--- src/rtl/if_fetch_unit_pkg.sv ---
`default_nettype none
// ============================================================================
// Package   : common_defs
// Purpose   : Shared constants, types and helpers for the instruction fetch
//             unit (buffer entry layout, NOP encoding, PC increment).
// Revision  : 1.0 - initial release
// ============================================================================
package common_defs;

  localparam int          INSTR_W   = 32;
  localparam logic [31:0] NOP_INSTR = 32'h0000_0000;
  localparam logic [31:0] PC_INC    = 32'd4;

  // One fetch-buffer entry as presented to IF/ID.
  typedef struct packed {
    logic [31:0]        pc_plus4;
    logic [INSTR_W-1:0] instr;
  } fetch_entry_t;

  // Force an address onto a word boundary.
  function automatic logic [31:0] word_align(input logic [31:0] addr);
    return addr & ~32'h0000_0003;
  endfunction

endpackage
`default_nettype wire

--- src/rtl/if_fetch_unit_if.sv ---
`default_nettype none
// ============================================================================
// Interface : if_fetch_unit_if
// Purpose   : Instruction-memory request/response channel.
//   req    - request valid            (fetch unit -> memory)
//   addr   - word-aligned address     (fetch unit -> memory)
//   ready  - request accepted         (memory -> fetch unit)
//   rvalid - in-order response valid  (memory -> fetch unit)
//   rdata  - instruction word         (memory -> fetch unit)
// Revision  : 1.0 - initial release
// ============================================================================
interface if_fetch_unit_if;
  import common_defs::*;

  logic               req;
  logic [31:0]        addr;
  logic               ready;
  logic               rvalid;
  logic [INSTR_W-1:0] rdata;

  modport master (output req, output addr, input ready, input rvalid, input rdata);
  modport slave  (input req, input addr, output ready, output rvalid, output rdata);

endinterface
`default_nettype wire

--- src/rtl/if_fetch_unit_fetch_buf_fifo.sv ---
`default_nettype none
// ============================================================================
// Module    : fetch_buf_fifo
// Purpose   : Small synchronous FIFO with a synchronous clear. Head entry is
//             presented combinationally (show-ahead).
// Ports     : clk, reset (async active-low), clear (drop all entries),
//             push/push_data, pop, head_data, count (0..DEPTH)
// Notes     : Push while full is ignored unless a pop frees the slot in the
//             same cycle; pop while empty is ignored. DEPTH is a power of two.
// Revision  : 1.0 - initial release
// ============================================================================
module fetch_buf_fifo #(
  parameter int WIDTH = 64,
  parameter int DEPTH = 2
) (
  input  logic                   clk,
  input  logic                   reset,
  input  logic                   clear,
  input  logic                   push,
  input  logic [WIDTH-1:0]       push_data,
  input  logic                   pop,
  output logic [WIDTH-1:0]       head_data,
  output logic [$clog2(DEPTH):0] count
);

  localparam int                PTR_W   = $clog2(DEPTH);
  localparam int                CNT_W   = PTR_W + 1;
  localparam logic [CNT_W-1:0]  C_DEPTH = CNT_W'(DEPTH);
  localparam logic [CNT_W-1:0]  C_ONE   = CNT_W'(1);
  localparam logic [PTR_W-1:0]  C_PONE  = PTR_W'(1);

  logic [WIDTH-1:0] r_mem [DEPTH];
  logic [PTR_W-1:0] r_rd_ptr;
  logic [PTR_W-1:0] r_wr_ptr;
  logic [CNT_W-1:0] r_count;
  logic             w_do_pop;
  logic             w_do_push;

  assign w_do_pop  = pop & (r_count != '0);
  assign w_do_push = push & ((r_count != C_DEPTH) | w_do_pop);

  always_ff @(posedge clk or negedge reset) begin
    if (!reset) begin
      r_rd_ptr <= '0;
      r_wr_ptr <= '0;
      r_count  <= '0;
    end else if (clear) begin
      r_rd_ptr <= '0;
      r_wr_ptr <= '0;
      r_count  <= '0;
    end else begin
      if (w_do_push) r_wr_ptr <= r_wr_ptr + C_PONE;
      if (w_do_pop)  r_rd_ptr <= r_rd_ptr + C_PONE;
      case ({w_do_push, w_do_pop})
        2'b10:   r_count <= r_count + C_ONE;
        2'b01:   r_count <= r_count - C_ONE;
        default: r_count <= r_count;
      endcase
    end
  end

  // Storage needs no reset: entries are only observed while counted valid.
  always_ff @(posedge clk) begin
    if (w_do_push && !clear) r_mem[r_wr_ptr] <= push_data;
  end

  assign head_data = r_mem[r_rd_ptr];
  assign count     = r_count;

endmodule
`default_nettype wire

--- src/rtl/if_fetch_unit.sv ---
`default_nettype none
// ============================================================================
// Module    : if_fetch_unit
// Purpose   : Producer side of the IF/ID register. Owns the PC, issues in-order
//             instruction-memory requests, buffers returned words and presents
//             {pc_plus4, instruction} to IF/ID.
// Ports     : clk, reset (async active-low)
//             pc_write            - IF/ID advance enable (0 = stall)
//             redirect/redirect_pc- taken branch/jump, same net as IF/ID flush
//             imem                - memory channel (master modport)
//             pc_plus4_out, instruction_out, fetch_valid - head entry to IF/ID
// Revision  : 1.0 - initial release
// ============================================================================
module if_fetch_unit
  import common_defs::*;
#(
  parameter logic [31:0] RESET_PC  = 32'h0000_0000,
  parameter int          BUF_DEPTH = 2
) (
  input  logic                clk,
  input  logic                reset,
  input  logic                pc_write,
  input  logic                redirect,
  input  logic [31:0]         redirect_pc,
  if_fetch_unit_if.master     imem,
  output logic [31:0]         pc_plus4_out,
  output logic [INSTR_W-1:0]  instruction_out,
  output logic                fetch_valid
);

  localparam int               CNT_W   = $clog2(BUF_DEPTH) + 1;
  localparam logic [CNT_W-1:0] C_ONE   = CNT_W'(1);
  localparam logic [CNT_W:0]   C_LIMIT = (CNT_W + 1)'(BUF_DEPTH);

  logic [31:0]      r_fetch_pc;
  logic [CNT_W-1:0] r_outstanding;
  logic [CNT_W-1:0] r_drop_cnt;

  fetch_entry_t     w_buf_head;
  fetch_entry_t     w_buf_in;
  logic [CNT_W-1:0] w_buf_count;
  logic [31:0]      w_tag_head;
  logic [CNT_W-1:0] w_tag_count;

  logic             w_pop;
  logic             w_hs;
  logic             w_rsp;
  logic             w_rsp_drop;
  logic             w_rsp_keep;
  logic [CNT_W:0]   w_credit_used;
  logic [CNT_W-1:0] w_out_after_rsp;

  assign fetch_valid = (w_buf_count != '0);
  assign w_pop       = fetch_valid & pc_write & ~redirect;

  // The entry popped this cycle frees its slot immediately; counting it keeps
  // a two-entry buffer streaming one instruction per cycle at latency 1.
  assign w_credit_used = {1'b0, w_buf_count} + {1'b0, r_outstanding}
                       - {{CNT_W{1'b0}}, w_pop};

  assign imem.req  = reset & ~redirect & (w_credit_used < C_LIMIT);
  assign imem.addr = r_fetch_pc;
  assign w_hs      = imem.req & imem.ready;

  // A response with nothing outstanding is a protocol error and is ignored.
  assign w_rsp      = imem.rvalid & (r_outstanding != '0);
  assign w_rsp_drop = w_rsp & (r_drop_cnt != '0);
  assign w_rsp_keep = w_rsp & (r_drop_cnt == '0) & ~redirect & (w_tag_count != '0);

  assign w_out_after_rsp = r_outstanding - (w_rsp ? C_ONE : '0);

  always_ff @(posedge clk or negedge reset) begin
    if (!reset) begin
      r_fetch_pc    <= RESET_PC;
      r_outstanding <= '0;
      r_drop_cnt    <= '0;
    end else if (redirect) begin
      // Everything still in flight belongs to the abandoned path. The drop
      // count is the whole outstanding total (it already includes any earlier
      // stale requests), so back-to-back redirects never double count.
      r_fetch_pc    <= word_align(redirect_pc);
      r_outstanding <= w_out_after_rsp;
      r_drop_cnt    <= w_out_after_rsp;
    end else begin
      if (w_hs) r_fetch_pc <= r_fetch_pc + PC_INC;
      r_outstanding <= w_out_after_rsp + (w_hs ? C_ONE : '0);
      if (w_rsp_drop) r_drop_cnt <= r_drop_cnt - C_ONE;
    end
  end

  // Tags hold the PC of each live (non-dropped) request, oldest first; stale
  // responses always precede live ones, so they never consume a tag.
  fetch_buf_fifo #(
    .WIDTH (32),
    .DEPTH (BUF_DEPTH)
  ) u_tag_fifo (
    .clk       (clk),
    .reset     (reset),
    .clear     (redirect),
    .push      (w_hs),
    .push_data (r_fetch_pc),
    .pop       (w_rsp_keep),
    .head_data (w_tag_head),
    .count     (w_tag_count)
  );

  assign w_buf_in.pc_plus4 = w_tag_head + PC_INC;
  assign w_buf_in.instr    = imem.rdata;

  fetch_buf_fifo #(
    .WIDTH ($bits(fetch_entry_t)),
    .DEPTH (BUF_DEPTH)
  ) u_fetch_buf (
    .clk       (clk),
    .reset     (reset),
    .clear     (redirect),
    .push      (w_rsp_keep),
    .push_data (w_buf_in),
    .pop       (w_pop),
    .head_data (w_buf_head),
    .count     (w_buf_count)
  );

  assign pc_plus4_out    = fetch_valid ? w_buf_head.pc_plus4 : 32'h0;
  assign instruction_out = fetch_valid ? w_buf_head.instr    : NOP_INSTR;

endmodule
`default_nettype wire
--- src/flat_wrapper.sv ---
// flat-port wrapper written by rule: the top's interface ports become plain ports
module if_fetch_unit_flat import common_defs::*;
#(
  parameter logic [31:0] RESET_PC  = 32'h0000_0000,
  parameter int          BUF_DEPTH = 2
)
  (clk, reset, pc_write, redirect, redirect_pc, pc_plus4_out, instruction_out, fetch_valid, imem_req, imem_addr, imem_ready, imem_rvalid, imem_rdata);
  if_fetch_unit_if imem_i ();
  input  logic clk;
  input  logic reset;
  input  logic pc_write;
  input  logic redirect;
  input  logic [31:0] redirect_pc;
  output logic [31:0] pc_plus4_out;
  output logic [INSTR_W-1:0] instruction_out;
  output logic fetch_valid;
  output wire logic [$bits(imem_i.req)-1:0] imem_req;
  output wire logic [$bits(imem_i.addr)-1:0] imem_addr;
  input wire logic [$bits(imem_i.ready)-1:0] imem_ready;
  input wire logic [$bits(imem_i.rvalid)-1:0] imem_rvalid;
  input wire logic [$bits(imem_i.rdata)-1:0] imem_rdata;
  assign imem_req = imem_i.req;
  assign imem_addr = imem_i.addr;
  assign imem_i.ready = imem_ready;
  assign imem_i.rvalid = imem_rvalid;
  assign imem_i.rdata = imem_rdata;
  if_fetch_unit #(.RESET_PC(RESET_PC), .BUF_DEPTH(BUF_DEPTH)) u_core (.clk(clk), .reset(reset), .pc_write(pc_write), .redirect(redirect), .redirect_pc(redirect_pc), .imem(imem_i), .pc_plus4_out(pc_plus4_out), .instruction_out(instruction_out), .fetch_valid(fetch_valid));
endmodule
--- config.mk ---
export PLATFORM = sky130hd
export DESIGN_NAME = if_fetch_unit_flat
export DESIGN_NICKNAME = d
export VERILOG_FILES = /design/src/rtl/if_fetch_unit_pkg.sv /design/src/rtl/if_fetch_unit_if.sv /design/src/rtl/if_fetch_unit_fetch_buf_fifo.sv /design/src/rtl/if_fetch_unit.sv /design/src/flat_wrapper.sv
export SDC_FILE = /design/constraint.sdc
export NUM_CORES = 1
export LEC_CHECK = 0
export CAP_MARGIN = 20
export CORE_ASPECT_RATIO = 2
export CORE_MARGIN = 2
export CORE_UTILIZATION = 49
export CTS_CLUSTER_DIAMETER = 100
export DETAILED_ROUTE_END_ITERATION = 10
export PLACE_DENSITY = 0.77
export SLEW_MARGIN = 20
export SYNTH_ARGS = -nofsm -noshare
export SYNTH_HDL_FRONTEND = slang
export SYNTH_SLANG_ARGS = --single-unit
export TNS_END_PERCENT = 5
--- constraint.sdc ---
create_clock -name clk -period 4.6 [get_ports clk]
set_clock_uncertainty 0.2 [all_clocks]
set_input_delay 0.92 -clock clk [delete_from_list [all_inputs] [get_ports clk]]
set_output_delay 0.92 -clock clk [all_outputs]
set_load 0.02 [all_outputs]
==> run_results.csv <==
group,metric,value,unit
synthesis,yosys.area_share.simple,0.138,
power_and_ir_drop,total_power,4800,µW
worst_setup_path,path_class,"input pin to output port",
worst_setup_path,crit_path_start_kind,"input pin",
worst_setup_path,cp_top_family,"buffers and inverters",
grt,grt_max_degree,64,
power_and_ir_drop,ir_worst_vdd,0.000360,V
grt,grt_pass1_vias,7037,
synthesis,seq_area_frac_synth,0.630,
grt,overflow,0,
floorplanning,dieWidth,107,µm
sta,fmax,242,MHz
synthesis,ys_ff_latch,226,
floorplanning,num_rows,75,
floorplanning,die_area,22500,µm²
synthesis,synth_cell_types,68,
layout,diodes,0,
worst_setup_path,crit_arrival,3.02,ns
floorplanning,boundaryPins,168,
grt,antenna_found_initial,0,
layout,postLayoutCoreUtil,0.627,
synthesis,synth.avg_cell_area,12.9,µm²
worst_setup_path,worstPathMaxFanout,2,
worst_hold_path,hold_path_class,"input pin to async pin",
worst_setup_path,setup.worst_path.end_class,"output port",
sta,finalCriticalPeriod,4.14,ns
worst_setup_path,timing.critical_path.cells,"clkdlybuf4s50_1 > nand2_1 > nor2_1 > ha_1 > nand2b_1 > fa_1 > xnor2_1 > nor3_1 > dlymetal6s2s_1",
routing,drt_iter0_drc,364,
layout,drive_gt1_frac,0.0754,
clock_tree,htreeDepth,1,
power_and_ir_drop,p_leak,0.00436,µW
routing,vias,6943,
placement,port_buffers,161,
layout,layout.nets,1047,
run_status,status,"finished, final reports clean",
synthesis,synth_ff_type,"edfxtp_1",
grt,track_usage,0.191,
synthesis,synth_top_area_share,0.530,
sta,rsz0062_at_grt,"no",
sta,period_share,0.899,
clock_tree,cts_buffers,19,
worst_setup_path,reg2reg_from,"u_core.u_fetch_buf.count[0]$_DFFE_PN0P_",
sta,hold_viol_final,0,
grt,grt_pass1_wl,34300,µm
synthesis,synthXorXnorAreaFrac,0.0311,
clock_tree,cts_tree,"done",
floorplanning,die_height,210,µm
worst_setup_path,worst-path-buf-inv,2,
layout,final_cell_mix,"edfxtp_1 (184), clkdlybuf4s50_1 (159), nor2_1 (91)",
synthesis,syn-cell-area,10400,µm²
layout,fill_cells,1630,
floorplanning,start_util,0.499,
sta,finalSetupViolations,0,
routing,firstDrtPassIters,5,
synthesis,yosysTopAreaCell,"edfxtp_1",
placement,post-dp-hpwl,15000,µm
synthesis,synth-compound-area-share,0.0770,
routing,ant_nets,0,
synthesis,synthCells,810,
routing,finalWirelength,21200,µm
sta,tightestPinTransition,0.787,ns
power_and_ir_drop,powerDensity,366,nW/µm²
clock_tree,cts_buffer_depth,3,
synthesis,ys_warn_count,0,
routing,vias_per_cell,5.55,
synthesis,async_flop_share,0.186,
sta,maxSlewHeadroom,0.473,
layout,areaGrowthSynthToFinish,25.7,%
clock_tree,clkTransAtPathRegs,0.07,ns
synthesis,synth-adder-area-share,0.0103,
synthesis,synth_mux_area_frac,0.0848,
synthesis,synth.area.top_cells,"edfxtp_1 (53%), dfrtp_1 (10%), mux2i_1 (8.2%)",
floorplanning,core-area,20900,µm²
routing,wl_per_cell,17.0,µm
worst_setup_path,critPathLaunch,"pc_write",
layout,layout_commonest_cell,"edfxtp_1",
flow_run,maxCapViolations,0,
synthesis,synth-edff-count,184,
clock_tree,clock-root-buffer,"clkbuf_16",
sta,slew_violations,0,
routing,drc_errors,0,
placement,gp_congestion,0.891,
worst_setup_path,worstPathRequired,3.48,ns
worst_setup_path,cp_slowest_cell,"clkdlybuf4s50_1",
worst_setup_path,cpPeakStageDelay,0.47,ns
synthesis,synth_top_family_by_area,"simple AND/OR/NAND/NOR gates",
clock_tree,insertion_delay,0.50,ns
clock_tree,cts_sinks,226,
==> logic make-up (layout without fill, tap and decap cells) <==
group / Yosys count / count (layout)
AO/OA/AOI/OAI: 113 / 113
XOR/XNOR: 37 / 37
adder cells (fa/ha/maj): 8 / 8
buffers and inverters: 66 / 234
flip-flops: 226 / 226
multiplexers: 88 / 88
other: 1 / 4
AND/OR/NAND/NOR: 271 / 271
==> sequential cells by signal, indices dropped and copies added, names as in the netlist <==
name / cells
u_core.u_tag_fifo.r_mem: 60
u_core.r_drop_cnt: 2
u_core.u_tag_fifo.count: 2
u_core.u_fetch_buf.r_rd_ptr: 1
u_core.u_fetch_buf.r_mem: 124
u_core.imem.addr: 30
u_core.r_outstanding: 2
u_core.u_fetch_buf.r_wr_ptr: 1
u_core.u_fetch_buf.count: 2
u_core.u_tag_fifo.r_wr_ptr: 1
u_core.u_tag_fifo.r_rd_ptr: 1
==> per-stage QoR <==
stage	setup TNS [ns]	area [µm²]	cells	hold slack (ns)	worst slack [ns]
floorplan	-8.39	10500	813	0.341	-0.280
global placement	0	12400	1216	0.334	0.0863
detailed placement	0	12400	1217	0.341	0.0166
CTS	0	13100	1250	0.328	0.0205
global route	0	13100	1250	0.372	0.323
finish	0	13100	1250	0.319	0.465
==> layout make-up <==
cell class                 instances  area [µm²]  area share
clock buffer                      21         493      0.0376
clock inverter                    12         221      0.0169
inverter                          25        93.8     0.00716
multi-input combinational        521        3600       0.275
sequential                       226        6580       0.502
tap                              269         337      0.0257
timing repair buffer             176        1780       0.136
==> synthesized netlist by cell type, types with 5 or more instances <==
cell	count
nand3_1	28
edfxtp_1	184
a32oi_1	7
inv_1	23
ha_1	7
o211ai_1	10
a22oi_1	5
nor4_1	6
or3_1	7
dfrtp_1	42
a31oi_1	6
buf_2	9
nor3_1	7
a21oi_1	16
and2_1	5
nor2b_1	10
nand4_1	14
mux2i_1	85
and3_1	10
clkbuf_1	19
nand2_1	59
o21ai_0	28
xor2_1	17
a221o_1	6
xnor2_1	20
nor2_1	93
buf_1	7
o311ai_0	10
==> worst paths after layout <==
kind	to	slack (ns)	depth (start not counted)
setup / recovery	imem_req	0.46	9
hold / removal	u_core.u_fetch_buf.count[1]$_DFFE_PN0P_	0.32	2
setup reg to reg	u_core.imem.addr[11]$_DFFE_PN0P_	0.93	14
hold reg to reg	u_core.u_tag_fifo.r_mem[0][30]$_DFFE_PP_	0.36	0
max in group asynchronous	u_core.u_tag_fifo.r_rd_ptr$_DFFE_PN0P_	3.44	2
min in group clk	u_core.u_tag_fifo.r_mem[0][30]$_DFFE_PP_	0.36	0
==> power by group <==
part / switching (µW) / leakage (µW) / internal [µW]
clock: 699 / 0.000340 / 1120
combinational: 290 / 0.00184 / 256
sequential: 122 / 0.00218 / 2320
==> timing repair <==
action                     CTS  global route
hold endpoints to repair     0             0
hold buffers                 0             0
setup endpoints to repair    0             1
resized for setup            0             1
buffers inserted             0             0
==> routing by layer <==
layer  track usage  wire, µm
met1         0.193      7110
met2         0.375     12300
met3        0.0223       922
met4        0.0945       896
met5             0         0
Note: power is estimated with default switching activity, not from simulation.
==> RTL edit 1, RTL diff (config.mk and constraints unchanged) <==
`BUF_DEPTH` is set to 2 in 2 places; all go to 4.
--- a/src/rtl/if_fetch_unit.sv
+++ b/src/rtl/if_fetch_unit.sv
@@ -17,3 +17,3 @@
   parameter logic [31:0] RESET_PC  = 32'h0000_0000,
-  parameter int          BUF_DEPTH = 2
+  parameter int          BUF_DEPTH = 4
 ) (
--- a/src/flat_wrapper.sv
+++ b/src/flat_wrapper.sv
@@ -4,3 +4,3 @@
   parameter logic [31:0] RESET_PC  = 32'h0000_0000,
-  parameter int          BUF_DEPTH = 2
+  parameter int          BUF_DEPTH = 4
 )
Formal check against the unedited RTL: not equivalent (Yosys sat finds a counterexample within 4 cycles, from zero or initial values and one cycle with reset low).
==> RTL edit 1 against the original RTL <==
Sequential cell count grew 192. Synthesized area up 68%. Count of clock-buffer cells in the layout grew 22. Worst hold slack got worse by 0.018 ns. Worst setup slack got worse by 0.28 ns. Routed wire length rose by 59%. Total power is 67% higher. Cell area increased by 60%.
==> RTL edit 1: results (changes against the original RTL) <==
Seq power=0.00439 W (+80%); H-tree level count=2 (+1); crit path max fanout=3 (+1); max FFs per register=248 (+100%); status=finished, final reports clean; Synth async-reset ratio=12.0% (-6.6 points); worst path arrival time=3.29 ns (+0.27 ns); routed length per instance=20.2 um (+19%); first-pass GRT wire length=52500 um (+53%); clk_lat worst skew=0.54 ns (+0.04 ns); Inst Count DP=1600 (+31%); Num CTS Buffers=36 (+17); Switching Power=0.00185 W (+66%); placed cell areas=0.0199 mm2 (+60%); Slew Limit Headroom=54.9% (+7.5 points); All-Layer GR Usage=18.4% (-0.77 points); Fillers=2670 (+64%); vias per inst=5.61 (+1.0%); post-synthesis compound-gate area fraction=2.93% (-4.8 points); leakage power=6.90 nW (+58%); leading cell types by count after synthesis=edfxtp_1, mux4_2, and2_1; layout cell share with drive strength beyond 1=17.0% (+9.5 points); DPL Wire Length=21700 um (+45%); Synth Instances=1003 (+24%); Synth cell types=62 (-8.8%); vias in the first global route=9899 (+41%); fin area=0.0210 mm2 (+60%); mux cell area share after synthesis=12.6% (+4.1 points); DRT iter0 DRCs=489 (+34%); Vias=9324 (+34%); Synth Area in XOR/XNOR=2.49% (-0.61 points)
==> RTL edit 1: cell count changes in the layout (fill, tap and decap cells not counted), moves of 18 or more <==
| cell | delta |
|---|---|
| and2_1 | +68 |
| edfxtp_1 | +184 |
| nor2_1 | -63 |
| mux4_2 | +83 |
| clkbuf_16 | +18 |
| mux2i_1 | -79 |
==> RTL edit 1: stage by stage <==
| step | setup TNS (ns) | setup slack [ns] |
|---|---|---|
| 2_1_floorplan | -19.52 | -0.217 |
| 3_3_place_gp | 0 | 0.210 |
| 3_5_place_dp | 0 | 0.189 |
| 4_1_cts | 0 | 0.174 |
| 5_1_grt | 0 | 0.0469 |
| 6_report | 0 | 0.189 |
==> RTL edit 1: final cells by class <==
cell class | instances | share of cell area [%]
clock buffer | 43 | 4.57
clock inverter | 19 | 0.639
inverter | 33 | 0.591
multi-input combinational | 505 | 23.4
sequential | 418 | 58.7
tap | 450 | 2.69
timing repair buffer | 194 | 9.36
==> RTL edit 1: path summary, 6_finish.rpt <==
kind	startpoint	end	slack, ns
setup / recovery	pc_write	imem_req	0.19
hold / removal	reset	u_core.imem.addr[3]	0.30
setup reg to reg	u_core.u_fetch_buf.count[0]	u_core.u_tag_fifo.r_mem[3][28]	0.98
hold reg to reg	u_core.u_tag_fifo.r_wr_ptr[0]	u_core.u_tag_fifo.r_wr_ptr[0]	0.36
max in group asynchronous	reset	u_core.u_fetch_buf.r_rd_ptr[0]	3.36
min in group clk	u_core.u_tag_fifo.r_wr_ptr[0]	u_core.u_tag_fifo.r_wr_ptr[0]	0.36
==> RTL edit 1: critical path, cell delays in order <==
cell and delay [ns]:
clkdlybuf4s50_1 0.47, nand2_1 0.09, nor2_1 0.11, ha_1 0.15, inv_1 0.04, ha_1 0.26
and3b_1 0.18, nor4_2 0.31, o21a_1 0.16, clkdlybuf4s50_1 0.59
==> RTL edit 1: what timing repair did <==
action / 4_1_cts / 5_1_grt
buffers inserted: 0 / 0
resized for setup: 0 / 1
endpoints found under the setup margin: 0 / 1
hold buffers: 0 / 0
==> RTL edit 1: kinds of logic (layout without fill, tap and decap cells) <==
kind of cell | count (synthesis) | count (layout)
xor gates and xnor gates | 50 | 50
and+or+nand+nor | 248 | 248
buffers and inverters | 83 | 289
other | 1 | 4
AOI/OAI and AO/OA | 78 | 78
muxes | 102 | 102
DFF | 418 | 418
adders and majority gates | 23 | 23
==> RTL edit 1: metal layers <==
layer	GRT usage [%]	wire, um	part of all wire (%)	vias to the layer above
li1	-	-	-	4260
met1	19.8	11800	35	4741
met2	34.7	19000	56	247
met3	2.68	1410	4.2	76
met4	8.06	1440	4.3	0
met5	0	0	0	-
==> RTL edit 2, RTL diff (same settings) <==
Made on the original files. Make the reset (`reset`) synchronous in 2 clocked blocks. Comments in the files are not updated.
--- a/src/rtl/if_fetch_unit_fetch_buf_fifo.sv
+++ b/src/rtl/if_fetch_unit_fetch_buf_fifo.sv
@@ -41,3 +41,3 @@
 
-  always_ff @(posedge clk or negedge reset) begin
+  always_ff @(posedge clk) begin
     if (!reset) begin
--- a/src/rtl/if_fetch_unit.sv
+++ b/src/rtl/if_fetch_unit.sv
@@ -71,3 +71,3 @@
 
-  always_ff @(posedge clk or negedge reset) begin
+  always_ff @(posedge clk) begin
     if (!reset) begin
Check against the original RTL: differs if reset is asserted again (counterexample within 4 cycles, from zero or initial values and one cycle with reset low); with reset held inactive, the same outputs for 4 cycles.
==> RTL edit 2 against the original RTL <==
Count of clock-buffer cells in the layout grew 2. Synthesized cell count grew 0.25%. Largest cell class unchanged. Register-to-register slack lost 0.15 ns. Critical endpoint unchanged. Non-clock buffer count grew 8. Cell area shrank 1.4%. Total power shrank 4.0%. Final cell count grew 0.40%. Worst setup slack lost 0.24 ns. Synthesized area shrank 2.0%. Routed wire length grew 0.22%. Sequential cell count grew 2. Combinational power shrank 6.2%.
==> RTL edit 2: results (changes against the original RTL) <==
M1 wire length=7260 um (+2.1%); DPL Wire Length=15100 um (+0.77%); max incr delay on CP=0.45 ns (-0.02 ns); Synth async-reset ratio=0% (-19 points); Slew Limit Headroom=36.6% (-11 points); worst vdd ir=0.259 mV (-28%); Reg2Reg Setup Slack=0.78 ns (-0.15 ns); layout cell share with drive strength beyond 1=8.19% (+0.65 points); multi-input logic area=0.00356 mm2 (-1.3%); final-stage net count=1053 (+0.57%); worst hold path class=flip-flop to flip-flop; Buffers, non-clock=184 (+4.5%); Die Wd=106 um (-0.98%); Place WS=-0.113 ns (-0.130 ns); clock-cell share of area=5.28% (-0.17 points); GPL Wtd Cong=0.868 (-2.6%); drt pass-1 iters=6 (+1); Signal buf overhead=14.4% (+0.77 points); leading cell types by count after synthesis=edfxtp_1, nor2_1, mux2i_1; All-Layer GR Usage=19.3% (+0.16 points); post-cts sizing count=1 (+1); met2 routed WL=12100 um (-1.2%); inverter count=23 (-8.0%); routed length per instance=16.9 um (-0.18%); Int Power=0.00356 W (-3.5%); Final WS setup=0.221 ns (-0.243 ns); status=finished, final reports clean; FF-to-FF End=u_core.imem.addr[28]; Fillers=1570 (-3.7%); DRT iter0 DRCs=385 (+5.8%); leakage power=4.02 nW (-7.7%); reg-to-reg startpoint=u_core.u_fetch_buf.count[0]; placed cell areas=0.0122 mm2 (-1.2%); Seq/Total Area, Yosys=62.7% (-0.35 points); Yosys reg bits=228 (+0.88%); Synth area leaders=edfxtp_1, dfxtp_1, mux2i_1; worst path arrival time=3.26 ns (+0.24 ns); clock buffer count=23 (+9.5%); vias per inst=5.54 (-0.27%); sequential cell area share=49.6% (-0.59 points); met3 GRT Util=2.47% (+0.25 points); Inst Count DP=1219 (+0.16%); WL final=21200 um (+0.22%)
## RTL edit 2: through the flow
stage | TNS (ns) | hold slack [ns] | util [%]
floorplan | -93.19 | 0.272 | -
global placement | -0.0740 | 0.288 | 59.8
finish | 0 | 0.321 | 63.2
CTS | 0 | 0.319 | 63.2
global route | 0 | 0.352 | 63.2
detailed placement | -0.116 | 0.304 | 59.8
## RTL edit 2: power by group through the flow
stage                     combinational, W  clock [W]  sequential [W]
after floorplan                   0.000279          0         0.00242
after global placement            0.000497          0         0.00242
after detailed placement          0.000515          0         0.00242
after CTS                         0.000515    0.00176         0.00238
after global routing              0.000562    0.00183         0.00239
final                             0.000513    0.00172         0.00238
## RTL edit 2: cells by family (layout without fill, tap and decap cells)
group	after synthesis	count (layout)	share of synthesized area [%]
fa+ha+maj	8	8	1.05
mux	92	92	9.11
simple gates	253	253	12.6
flops	228	228	62.7
xor+xnor	51	51	4.37
buf+inv	69	243	2.90
other cells	1	4	0.0367
compound gates	110	110	7.27
